<file path="src/rtl/instr_fetch.sv">
// Instruction pointer and fetch stage: holds the program counter, issues reads to the
// synchronous instruction memory and presents the fetched word and opcode to the controller.
module instr_fetch #(
    parameter int unsigned INSTR_WIDTH      = 128,
    parameter int unsigned ADDR_WIDTH       = 8,
    parameter int unsigned MEM_READ_LATENCY = 2,
    parameter int unsigned JUMP_ADDR_LSB    = 0,
    parameter logic [7:0]  STALL_OPCODE     = 8'hF0
) (
    input  logic                   clk,
    input  logic                   reset,
    input  logic                   instr_ptr_en,
    input  logic [1:0]             instr_ptr_load_en,
    input  logic                   alu_cond,
    input  logic [INSTR_WIDTH-1:0] mem_data,
    output logic [ADDR_WIDTH-1:0]  mem_addr,
    output logic                   mem_rd_en,
    output logic [INSTR_WIDTH-1:0] instr,
    output logic [7:0]             opcode,
    output logic                   instr_valid,
    output logic [ADDR_WIDTH-1:0]  instr_ptr,
    output logic                   fetch_err
);

    localparam int unsigned          CNT_WIDTH = 3;
    localparam logic [CNT_WIDTH-1:0] CNT_LAST  = CNT_WIDTH'(MEM_READ_LATENCY);
    localparam logic [1:0]           LD_JUMP   = 2'd1;
    localparam logic [1:0]           LD_COND   = 2'd2;

    typedef enum logic [0:0] {
        ST_FETCH = 1'b0,
        ST_HOLD  = 1'b1
    } state_t;

    state_t                 state;
    state_t                 state_nxt;
    logic [CNT_WIDTH-1:0]   cnt;
    logic [CNT_WIDTH-1:0]   cnt_nxt;
    logic [ADDR_WIDTH-1:0]  ptr_nxt;
    logic [ADDR_WIDTH-1:0]  ptr_sel;
    logic [ADDR_WIDTH-1:0]  ptr_inc;
    logic [ADDR_WIDTH-1:0]  jump_target;
    logic [INSTR_WIDTH-1:0] instr_nxt;
    logic                   valid_nxt;
    logic                   err_nxt;

    // State and datapath registers; reset aborts any read in flight
    always_ff @(posedge clk or negedge reset) begin
        if (!reset) begin
            state       <= ST_FETCH;
            cnt         <= '0;
            instr_ptr   <= '0;
            instr       <= '0;
            instr_valid <= 1'b0;
            fetch_err   <= 1'b0;
        end else begin
            state       <= state_nxt;
            cnt         <= cnt_nxt;
            instr_ptr   <= ptr_nxt;
            instr       <= instr_nxt;
            instr_valid <= valid_nxt;
            fetch_err   <= err_nxt;
        end
    end

    // Pointer candidate chosen by the load-select code; reserved code increments
    always_comb begin
        ptr_inc     = instr_ptr + ADDR_WIDTH'(1);
        jump_target = instr[JUMP_ADDR_LSB +: ADDR_WIDTH];
        case (instr_ptr_load_en)
            LD_JUMP: ptr_sel = jump_target;
            LD_COND: ptr_sel = alu_cond ? jump_target : ptr_inc;
            default: ptr_sel = ptr_inc;
        endcase
    end

    // Next-state logic
    always_comb begin
        state_nxt = state;
        cnt_nxt   = cnt;
        ptr_nxt   = instr_ptr;
        instr_nxt = instr;
        valid_nxt = instr_valid;
        err_nxt   = fetch_err;
        case (state)
            ST_FETCH: begin
                // An advance request while nothing valid is held is dropped but flagged
                if (instr_ptr_en) begin
                    err_nxt = 1'b1;
                end
                if (cnt == CNT_LAST) begin
                    instr_nxt = mem_data;
                    valid_nxt = 1'b1;
                    cnt_nxt   = '0;
                    state_nxt = ST_HOLD;
                end else begin
                    cnt_nxt = cnt + CNT_WIDTH'(1);
                end
            end
            ST_HOLD: begin
                if (instr_ptr_en) begin
                    ptr_nxt   = ptr_sel;
                    valid_nxt = 1'b0;
                    cnt_nxt   = '0;
                    state_nxt = ST_FETCH;
                end
            end
            default: begin
                state_nxt = ST_FETCH;
                cnt_nxt   = '0;
            end
        endcase
    end

    // Outputs decoded from registered state only
    always_comb begin
        mem_addr  = instr_ptr;
        mem_rd_en = reset && (state == ST_FETCH) && (cnt == '0);
        opcode    = instr_valid ? instr[INSTR_WIDTH-1 -: 8] : STALL_OPCODE;
    end

endmodule

</file>
<file path="config.mk">
export PLATFORM = sky130hd
export DESIGN_NAME = instr_fetch
export DESIGN_NICKNAME = d
export VERILOG_FILES = /design/src/rtl/instr_fetch.sv
export SDC_FILE = /design/constraint.sdc
export NUM_CORES = 1
export LEC_CHECK = 0
export CAP_MARGIN = 25
export CORE_MARGIN = 2
export CORE_UTILIZATION = 45
export CTS_CLUSTER_DIAMETER = 60
export DETAILED_ROUTE_END_ITERATION = 8
export PLACE_DENSITY = 0.87
export SYNTH_ARGS = -nofsm -noshare
export SYNTH_HDL_FRONTEND = slang
export SYNTH_SLANG_ARGS = --single-unit
</file>
<file path="constraint.sdc">
create_clock -name clk -period 4.7 [get_ports clk]
set_input_delay 1.41 -clock clk [delete_from_list [all_inputs] [get_ports clk]]
set_output_delay 1.41 -clock clk [all_outputs]
set_load 0.03 [all_outputs]
</file>
==> flow_summary.toml <==
[sta]
rsz0062_at_grt = "no"
relSlewSlack_pct = 39.2
fmax_ghz = 0.264
clock_skew_ps = 5.54
setup_tns_ps = 0
finalHoldViolCount = 0
slew_violations = 0
setup-violations-final = 0
min_period_over_period_pct = 80.6
tightest_slew_ps = 912
period_minus_slack_ps = 3790

[critical_path]
ff2ff_path_depth = 4
end_kind = "output port"
cp-start-kind = "input port"
regToRegSetupSlack_ps = 2210
crit_arrival_ps = 2380
rr_endpoint = "instr[116]$_DFFE_PN0P_"
critPathMaxFanout = 2
worstReg2RegStart = "state$_DFF_PN0_"
critPathRequiredTime_ps = 3290
critical_path_class = "input port to output port"

[finish]
antenna_cells = 0
layout_commonest_cell = "clkdlybuf4s50_1"
stdcell_count = 847
seqCellArea_sq_um = 3550
syn2layout_area_growth_pct = 55.1
drive_above_1_share_pct = 24.9
fin_util_pct = 71.8
nets = 795
final_cell_mix = "287 x clkdlybuf4s50_1, 142 x dfrtp_1, 98 x mux2_4, 30 x mux2_2, 17 x clkbuf_16"
multi_input_area_sq_um = 2240
nFillCells = 844

[route]
ant_nets = 0
drt_iter0_markers = 163
first_pass_iters = 4
avgViaCountPerCell = 4.95
wl_per_cell_um = 18.7
num_vias = 4190
wirelength_mm = 15.9
drc = 0

[global_route]
first_global_vias = 4536
busiest_layer = "met2"
track_usage_pct = 21.6
overflow = 0
grt_first_pass_wirelength_mm = 24.2
antenna_found_initial = 0
grt_use_met1_pct = 25.1
gr-usage-met2_pct = 35.5
use_met3_pct = 8.51
grt_max_degree = 73

[logic_synthesis]
synth_xor_area_share_pct = 0.142
seq_area_frac_synth_pct = 57.7
ys_top_cells_by_area = "dfrtp_1 58%, mux2_4 24%, mux2_2 5.5%"
muxShareOfSynthArea_pct = 29.4
avgSynthCellArea_sq_um = 16.6
synthCells = 371
synth_top_family_by_area = "multiplexers"
yosys.cell_types.count = 26
synth_adder_area_share_pct = 0.609
synth_top_area_share_pct = 57.7
syn_area_sq_um = 6160
yosys.area_share.simple_pct = 2.52
synth_nets = 508
yosys_warnings = 0
ys_seq_elements = 142
synth_top_area_cell = "dfrtp_1"
synth_compound_area_share_pct = 3.66

[floorplan]
initial_core_util_pct = 46.3
dieWidth_um = 121
pin_count = 289
core_area_sq_um = 13300
rows = 42
die_h_um = 121
die_area_sq_um = 14600

[cts]
clock_sinks = 142
root_buffer = "clkbuf_16"
clk_pin_slew_ps = 60
clockBufferDepth = 2
hold_buffers = 0
cts-buffers-inserted = 17
cts_resized = 0
cts_tree = "built"
post-cts-setup-buffers = 0
h-tree-depth = 4
clock_latency_ps = 410

[pwr]
vdd_drop_max_mv = 0.453
cellPowerDensity_nw_per_um2 = 834
leakagePower_nw = 4.09

[place]
dp_hpwl_mm = 11.3
place_inst = 815
portBuffers = 288
place.gp.congestion = 0.845

[run_status]
status = "finished, final reports clean"

[job]
cap_violations = 0

[worst_hold_path]
whs_path_depth = 1
hold_path.class = "flip-flop to flip-flop"
holdPathEnd = "instr[108]$_DFFE_PN0P_"
hold_start = "instr[108]$_DFFE_PN0P_"
cell type report:
type	instances	area share, %
flip-flops and latches	142	37.2
repair buffers	292	30.6
multi-input cells	193	23.4
clock buffers	19	4.74
well taps	176	2.31
clock inverters	13	1.21
inverters	12	0.472
logic make-up (layout without fill, tap and decap cells):
| family | count (synthesis) | after routing |
|---|---|---|
| xor+xnor | 1 | 1 |
| mux | 128 | 128 |
| compound gates | 32 | 32 |
| fa+ha+maj | 3 | 3 |
| flops | 142 | 142 |
| simple gates | 29 | 29 |
| buf+inv | 36 | 336 |
sequential cells by signal, summed over array words and instances, names as in the netlist:
name         cells
fetch_err        1
instr_ptr        8
cnt              3
state            1
instr          128
instr_valid      1
cells in the mapped netlist:
| master | instances |
|---|---|
| inv_1 | 12 |
| o21ai_0 | 8 |
| buf_4 | 11 |
| a221oi_1 | 2 |
| buf_6 | 2 |
| nor4_1 | 1 |
| o22ai_1 | 2 |
| ha_1 | 3 |
| dfrtp_1 | 142 |
| nand2_1 | 6 |
| and2_1 | 5 |
| nand2b_1 | 4 |
| and3_1 | 4 |
| xor2_1 | 1 |
| buf_12 | 11 |
| a21o_1 | 3 |
| nor3_2 | 1 |
| and2_0 | 1 |
| o2bb2ai_1 | 6 |
| a21oi_1 | 4 |
| nand4_1 | 1 |
| a32oi_1 | 6 |
| o21bai_1 | 1 |
| nor2_1 | 6 |
| mux2_4 | 98 |
| mux2_2 | 30 |
stage by stage:
step | total power, W | instance area (sq um) | hold slack [ps] | setup WS (ps)
final | 0.00796 | 9550 | 507 | 909
after global routing | 0.00832 | 9550 | 517 | 839
after CTS | 0.00804 | 9550 | 509 | 872
after detailed placement | 0.00671 | 8980 | 492 | 884
after global placement | 0.00660 | 8980 | 453 | 869
after floorplan | 0.00509 | 6160 | 560 | 1570
critical path, cell delays in order:
cell and delay [ps]:
buf_6 70, and3_1 200, clkdlybuf4s50_1 700
metal layers:
layer  vias up  wire [um]
met5         -          0
met4         0        382
met3        31       1570
met2       217       7930
met1      2074       5990
li1       1868          -
report_power, final:
part / switching (W) / internal, W
Sequential: 0.000447 / 0.00185
Clock: 0.000509 / 0.000756
Combinational: 0.00220 / 0.00220
Total: 0.00315 / 0.00481
how the worst max path moves through the flow:
stage / startpoint / slack (ps) / end / cells past startpoint
CTS: reset / 870 / mem_rd_en / 3
global placement: reset / 870 / mem_rd_en / 3
global route: reset / 840 / mem_rd_en / 3
detailed placement: reset / 880 / mem_rd_en / 3
floorplan: reset / 1570 / mem_rd_en / 1
finish: reset / 910 / mem_rd_en / 3
Note: power is estimated with default switching activity, not from simulation.
